$ cat config.mk
export PLATFORM = sky130hd
export DESIGN_NAME = alu_mc
export DESIGN_NICKNAME = d
export VERILOG_FILES = /design/src/rtl/alu_mc_pkg.sv /design/src/rtl/alu_mc_mul_iter.sv /design/src/rtl/alu_mc.sv
export SDC_FILE = /design/constraint.sdc
export NUM_CORES = 1
export LEC_CHECK = 0
export CORE_MARGIN = 2
export CORE_UTILIZATION = 35
export DETAILED_ROUTE_END_ITERATION = 6
export DONT_BUFFER_PORTS = 1
export PLACE_DENSITY = 0.48
export SYNTH_ARGS = -nofsm -noshare
export SYNTH_HDL_FRONTEND = slang
export SYNTH_SLANG_ARGS = --single-unit
$ cat constraint.sdc
create_clock -name clk -period 10.1 [get_ports clk]
set_input_delay 2.525 -clock clk [delete_from_list [all_inputs] [get_ports clk]]
set_output_delay 2.525 -clock clk [all_outputs]
set_load 0.01 [all_outputs]
$ cat src/rtl/alu_mc_pkg.sv
// alu_mc_pkg: opcodes, FSM states, flag bit indices and decode helpers for alu_mc.
// Optional macro ALU_MLAL_EN adds the UMLAL/SMLAL multiply-accumulate opcodes.
package alu_mc_pkg;
    localparam logic [3:0] OP_ADD   = 4'b0000;
    localparam logic [3:0] OP_SUB   = 4'b0001;
    localparam logic [3:0] OP_AND   = 4'b0010;
    localparam logic [3:0] OP_OR    = 4'b0011;
    localparam logic [3:0] OP_EOR   = 4'b0101;
    localparam logic [3:0] OP_MUL   = 4'b0100;
    localparam logic [3:0] OP_UMULL = 4'b1000;
    localparam logic [3:0] OP_SMULL = 4'b1100;
    localparam logic [3:0] OP_UMLAL = 4'b1010;
    localparam logic [3:0] OP_SMLAL = 4'b1110;

    localparam int FLAG_N = 3;
    localparam int FLAG_Z = 2;
    localparam int FLAG_C = 1;
    localparam int FLAG_V = 0;

    typedef enum logic [1:0] {S_IDLE, S_MUL, S_FIN} state_t;

    function automatic logic is_mla_op(input logic [3:0] op);
        return op == OP_UMLAL || op == OP_SMLAL;
    endfunction

    function automatic logic is_mul_op(input logic [3:0] op);
`ifdef ALU_MLAL_EN
        return op == OP_MUL || op == OP_UMULL || op == OP_SMULL || is_mla_op(op);
`else
        return op == OP_MUL || op == OP_UMULL || op == OP_SMULL;
`endif
    endfunction

    function automatic logic is_signed_op(input logic [3:0] op);
        return op == OP_SMULL || op == OP_SMLAL;
    endfunction
endpackage

$ cat src/rtl/alu_mc_mul_iter.sv
// alu_mc_mul_iter: iterative shift-add multiplier, one multiplier bit per cycle.
// Ports: clk, reset (sync, active-high), load (latch operands and start),
// signed_mode (treat a/b as two's complement), a, b -> product (2*WIDTH,
// valid in the cycle last=1), last (final iteration in progress).
module alu_mc_mul_iter
    import alu_mc_pkg::*;
#(
    parameter int WIDTH = 32,
    parameter int CNT_W = $clog2(WIDTH) + 1
) (
    input  logic               clk,
    input  logic               reset,
    input  logic               load,
    input  logic               signed_mode,
    input  logic [WIDTH-1:0]   a,
    input  logic [WIDTH-1:0]   b,
    output logic [2*WIDTH-1:0] product,
    output logic               last
);
    logic               r_run;
    logic               r_neg;
    logic [2*WIDTH-1:0] r_mcand;
    logic [2*WIDTH-1:0] r_acc;
    logic [WIDTH-1:0]   r_mplier;
    logic [CNT_W-1:0]   r_cnt;
    logic [WIDTH-1:0]   w_abs_a;
    logic [WIDTH-1:0]   w_abs_b;
    logic [2*WIDTH-1:0] w_step;

    // Magnitudes; the most-negative value maps to 2^(W-1), which is exact as unsigned.
    assign w_abs_a = (signed_mode && a[WIDTH-1]) ? -a : a;
    assign w_abs_b = (signed_mode && b[WIDTH-1]) ? -b : b;
    assign w_step  = r_acc + (r_mplier[0] ? r_mcand : '0);
    assign last    = r_run && r_cnt == CNT_W'(WIDTH - 1);
    // Sign correction folds into the final iteration so the caller latches it on FIN entry.
    assign product = r_neg ? -w_step : w_step;

    always_ff @(posedge clk) begin
        if (reset) begin
            r_run    <= 1'b0;
            r_neg    <= 1'b0;
            r_mcand  <= '0;
            r_acc    <= '0;
            r_mplier <= '0;
            r_cnt    <= '0;
        end else if (load) begin
            r_run    <= 1'b1;
            r_neg    <= signed_mode && (a[WIDTH-1] ^ b[WIDTH-1]);
            r_mcand  <= {{WIDTH{1'b0}}, w_abs_a};
            r_acc    <= '0;
            r_mplier <= w_abs_b;
            r_cnt    <= '0;
        end else if (r_run) begin
            r_acc    <= w_step;
            r_mcand  <= r_mcand << 1;
            r_mplier <= r_mplier >> 1;
            r_cnt    <= last ? '0 : r_cnt + 1'b1;
            r_run    <= !last;
        end
    end
endmodule

$ cat src/rtl/alu_mc.sv
// alu_mc: multicycle ALU with start/done handshake and registered NZCV flags.
// Ports: clk, reset (sync, active-high), start, alu_control[3:0], a, b,
// acc_lo, acc_hi (accumulator, ALU_MLAL_EN only) -> busy, done (1-cycle pulse),
// result, result_hi (long products), alu_flags {N,Z,C,V}.
// Macro ALU_MLAL_EN enables UMLAL/SMLAL; otherwise those codes are undefined ops.
module alu_mc
    import alu_mc_pkg::*;
#(
    parameter int WIDTH = 32,
    parameter int CNT_W = $clog2(WIDTH) + 1
) (
    input  logic             clk,
    input  logic             reset,
    input  logic             start,
    input  logic [3:0]       alu_control,
    input  logic [WIDTH-1:0] a,
    input  logic [WIDTH-1:0] b,
    input  logic [WIDTH-1:0] acc_lo,
    input  logic [WIDTH-1:0] acc_hi,
    output logic             busy,
    output logic             done,
    output logic [WIDTH-1:0] result,
    output logic [WIDTH-1:0] result_hi,
    output logic [3:0]       alu_flags
);
    state_t             r_state;
    logic [3:0]         r_op;
    logic               w_load;
    logic               w_last;
    logic [2*WIDTH-1:0] w_prod;
    logic [2*WIDTH-1:0] w_full;
    logic               w_sub;
    logic               w_addsub;
    logic               w_logic;
    logic [WIDTH-1:0]   w_bx;
    logic [WIDTH:0]     w_sum;
    logic [WIDTH-1:0]   w_s_res;
    logic [3:0]         w_s_flags;
    logic               w_long;
    logic [WIDTH-1:0]   w_m_hi;
    logic [3:0]         w_m_flags;

    assign w_load = r_state == S_IDLE && start && is_mul_op(alu_control);

    alu_mc_mul_iter #(.WIDTH(WIDTH), .CNT_W(CNT_W)) u_mul (
        .clk         (clk),
        .reset       (reset),
        .load        (w_load),
        .signed_mode (is_signed_op(alu_control)),
        .a           (a),
        .b           (b),
        .product     (w_prod),
        .last        (w_last)
    );

    // Single-cycle datapath works straight off the inputs in the start cycle.
    assign w_sub    = alu_control[0];
    assign w_addsub = alu_control[3:1] == 3'b000;
    assign w_logic  = alu_control == OP_AND || alu_control == OP_OR || alu_control == OP_EOR;
    assign w_bx     = w_sub ? ~b : b;
    assign w_sum    = {1'b0, a} + {1'b0, w_bx} + (WIDTH + 1)'(w_sub);
    assign w_s_res  = w_addsub ? w_sum[WIDTH-1:0] :
                      alu_control == OP_AND ? a & b :
                      alu_control == OP_OR  ? a | b :
                      alu_control == OP_EOR ? a ^ b : '0;

    always_comb begin
        w_s_flags         = '0;
        w_s_flags[FLAG_N] = (w_addsub || w_logic) && w_s_res[WIDTH-1];
        w_s_flags[FLAG_Z] = (w_addsub || w_logic) && w_s_res == '0;
        w_s_flags[FLAG_C] = w_addsub && w_sum[WIDTH];
        w_s_flags[FLAG_V] = w_addsub && a[WIDTH-1] == w_bx[WIDTH-1] && w_sum[WIDTH-1] != a[WIDTH-1];
    end

`ifdef ALU_MLAL_EN
    logic [WIDTH-1:0] r_acc_lo;
    logic [WIDTH-1:0] r_acc_hi;
    assign w_full = w_prod + (is_mla_op(r_op) ? {r_acc_hi, r_acc_lo} : '0);
    always_ff @(posedge clk) begin
        if (reset) begin
            r_acc_lo <= '0;
            r_acc_hi <= '0;
        end else if (r_state == S_IDLE && start) begin
            r_acc_lo <= acc_lo;
            r_acc_hi <= acc_hi;
        end
    end
`else
    logic w_unused;
    assign w_unused = ^{acc_lo, acc_hi};
    assign w_full   = w_prod;
`endif

    // MUL keeps only the low half; every other multiply is a long op.
    assign w_long = r_op != OP_MUL;
    assign w_m_hi = w_long ? w_full[2*WIDTH-1:WIDTH] : '0;

    always_comb begin
        w_m_flags         = '0;
        w_m_flags[FLAG_N] = w_long ? w_full[2*WIDTH-1] : w_full[WIDTH-1];
        w_m_flags[FLAG_Z] = w_long ? w_full == '0 : w_full[WIDTH-1:0] == '0;
    end

    always_ff @(posedge clk) begin
        if (reset) begin
            r_state   <= S_IDLE;
            r_op      <= '0;
            busy      <= 1'b0;
            done      <= 1'b0;
            result    <= '0;
            result_hi <= '0;
            alu_flags <= '0;
        end else begin
            case (r_state)
                S_IDLE: if (start) begin
                    r_op <= alu_control;
                    busy <= 1'b1;
                    if (is_mul_op(alu_control)) begin
                        r_state <= S_MUL;
                    end else begin
                        r_state   <= S_FIN;
                        done      <= 1'b1;
                        result    <= w_s_res;
                        result_hi <= '0;
                        alu_flags <= w_s_flags;
                    end
                end
                S_MUL: if (w_last) begin
                    r_state   <= S_FIN;
                    done      <= 1'b1;
                    result    <= w_full[WIDTH-1:0];
                    result_hi <= w_m_hi;
                    alu_flags <= w_m_flags;
                end
                S_FIN: begin
                    r_state <= S_IDLE;
                    busy    <= 1'b0;
                    done    <= 1'b0;
                end
                default: r_state <= S_IDLE;
            endcase
        end
    end
endmodule

==> out/qor.yml <==
timing:
  report.final.slew_viol_count: 0
  worstMarginPinSlew_ps: 1180
  hold_viol: 0
  fin_crit_sh: 0.720
  slew_headroom: 0.205
  rsz0062_at_grt: "no"
  finClkSkew_ps: 16.4
  timing.fmax_mhz: 137
  post-route-min-period_ps: 7280
  setup-violations-final: 0
  finalSetupTns_ps: 0
  whs_ps: 474
setup_path:
  worstPathRequired_ps: 10560
  startpoint_type: "input pin"
  critical_path_buf_inv_count: 0
  crit_top_cell: "or4_1"
  crit_type: "input pin to register"
  cp_slowest_cell: "or4_1"
  cp.arrival_ps: 7740
  slowest_delay_ps: 650
  cp_top_family: "simple AND/OR/NAND/NOR gates"
  cp-end-kind: "register"
  reg2reg_slack_ps: 2900
  crit_chain: "mux2_2, fa_1, a21o_1, a21oi_1, o21ai_0, a31oi_1, and2_1, xnor2_1, o21ai_0, or4_1, nor3_1, nand4b_1, or4_1, or4_1, nor4_1, a31oi_1, o31ai_2"
  cp_max_fo: 7
clock_network:
  cts_resized: 0
  clk_path_buf_depth: 3
  clock_latency_ps: 550
  clockRootBuffer: "clkbuf_16"
  numCtsBuffers: 34
  postCtsSetupRepairBufs: 0
  h-tree-depth: 2
  clkSinkCount: 244
  tritoncts: "done"
  path_clk_slew_ps: 60
  cts_hold_buf: 0
synth:
  synth_area_leaders: "dfxtp_1 23%, ha_1 9.4%, mux2i_1 8.2%"
  ys.flop_type: "dfxtp_1"
  synth_cell_types: 91
  synth.top_cell.area_share: 0.228
  synth_most_common_cell: "nor2_1"
  netlist_area_um2: 21500
  synth_seq_area_share: 0.228
  ys_warn_count: 0
  synth_cells: 2766
  ys_async_sr_fraction: 0
  synth_top_area_cell: "dfxtp_1"
  synth_area_per_cell_um2: 7.76
  syn-num-nets: 3065
  yosys-top-cells-count: "357 x nor2_1, 244 x dfxtp_1, 175 x mux2i_1"
  ys_ff_latch: 244
  synth_edf_count: 0
finish:
  final_layout_size_suffix_gt1_frac: 0.0509
  layout.cells.non_filler: 3453
  nets: 2946
  diodes: 0
  area_delta_synth_final_pct: 7.79
routing:
  firstDrtPassIters: 6
  drt_iter0_markers: 1879
  drt-vias-per-instance: 5.85
  vias: 20200
  drt_wl_total_mm: 73.6
  antenna_left: 0
  drt-wirelength-per-cell_um: 21.3
  drc_errors: 0
global_routing:
  track_usage: 0.226
  overflow: 0
  grt_pass1_wl_mm: 113
  antenna_found_initial: 1
  grt_pass1_vias: 19100
  grt_max_degree: 145
placement:
  dp.cells: 3393
  gp_congestion: 0.895
  hpwl_mm: 56.6
  port_buffers: 0
floorplan:
  row_count: 90
  die_y_um: 252
  initial_core_util: 0.355
  ioPinCount: 205
  die_w_um: 252
  dieArea_um2: 63300
  core_area_um2: 60500
power:
  irDropWorstVdd_mv: 0.0929
  p_leak_uw: 0.00895
  clkPwrFrac: 0.468
  p_int_uw: 1950
  power.total_uw: 2730
  p_per_area_nw_per_um2: 118
  swShare: 0.286
  p_sw_uw: 780
  p_comb_frac: 0.160
  seq_power_share: 0.372
flow_run:
  cap_violations: 0
run_status:
  status: "finished, final reports clean"
min_path:
  hold_class: "register to register"
==> power by group through the flow <==
| stage | combinational (uW) | sequential [uW] | clock (uW) |
|---|---|---|---|
| 2_1_floorplan | 360 | 1020 | 0 |
| 3_3_place_gp | 427 | 1030 | 0 |
| 3_5_place_dp | 433 | 1030 | 0 |
| 4_1_cts | 435 | 1010 | 1310 |
| 5_1_grt | 484 | 1020 | 1350 |
| 6_report | 437 | 1010 | 1280 |
==> flip-flops by register name (all words and copies together), names as in the netlist, 4 cells and up <==
register / cells
result: 32
alu_flags: 4
u_mul.r_mcand: 64
result_hi: 32
u_mul.r_acc: 64
u_mul.r_cnt: 6
u_mul.r_mplier: 32
r_op: 4
==> stage by stage <==
step / setup slack (ps) / utilization / instance area (um2)
finish: 2820 / 0.383 / 23100
global placement: 2280 / 0.363 / 22000
CTS: 2840 / 0.383 / 23100
floorplan: 979 / - / 21500
global route: 2420 / 0.383 / 23100
detailed placement: 2270 / 0.363 / 22000
==> worst register-to-register path, stage by stage, from the launching register on <==
cell and delay (ps):
dfxtp_1 570, buf_4 480, and2_1 230, ha_1 350, a21oi_1 380, o21ai_1 250, a21oi_1 600, o21ai_0 250
nor4_1 380, o32a_1 240, nor4b_1 640, or4b_4 570, or2_0 410, o41ai_2 380, xnor2_1 180, or4_1 580
nor3_1 240, nand4b_1 180, o31ai_2 180
==> cells by family after synthesis <==
kind of cell | after synthesis | synth area share
and+or+nand+nor | 929 | 0.214
AOI/OAI and AO/OA | 735 | 0.235
buffers and inverters | 296 | 0.0537
DFF | 244 | 0.228
xor gates and xnor gates | 219 | 0.0894
muxes | 179 | 0.0837
adders and majority gates | 164 | 0.0963
==> layout by cell type (no fill, tap or decap), drive strengths merged, types with 25 or more instances in the layout <==
cell type	synthesis	layout
a211oi	91	91
and2	80	80
mux2i	175	175
nor2	357	357
xor2	63	63
clkbuf	158	42
nor4	31	31
ha	162	162
dfxtp	244	244
a21oi	159	159
buf	22	25
nor3	59	59
inv	116	118
o31ai	28	28
a222oi	27	27
nand3	45	45
nand4	36	36
o21ai	137	137
a21o	50	50
a22oi	48	48
xnor2	156	156
nand2	154	154
==> path summary, 6_finish.rpt <==
check                          from         endpoint  cells after the start
setup / recovery               b[0]     alu_flags[2]                     17
hold / removal      u_mul.r_acc[56]  u_mul.r_acc[56]                      2
setup reg to reg  u_mul.r_mplier[0]     alu_flags[2]                     18
hold reg to reg     u_mul.r_acc[56]  u_mul.r_acc[56]                      2
==> final cells by class <==
cell class	count	area, um2
Clock buffer	42	932
Multi-Input combinational cell	2226	15500
Inverter	116	435
Timing Repair Buffer	25	188
Clock inverter	18	240
Tap cell	782	978
Fill cell	6288	37300
Sequential cell	244	4890
==> routing by layer <==
metal,share of wire,up-vias,global-route usage
met1,0.46,9744,0.298
li1,-,9850,-
met4,0.023,0,0.0571
met2,0.46,523,0.374
met3,0.062,88,0.0455
met5,0,-,0
No activity file was read; power rests on OpenSTA's default activity.
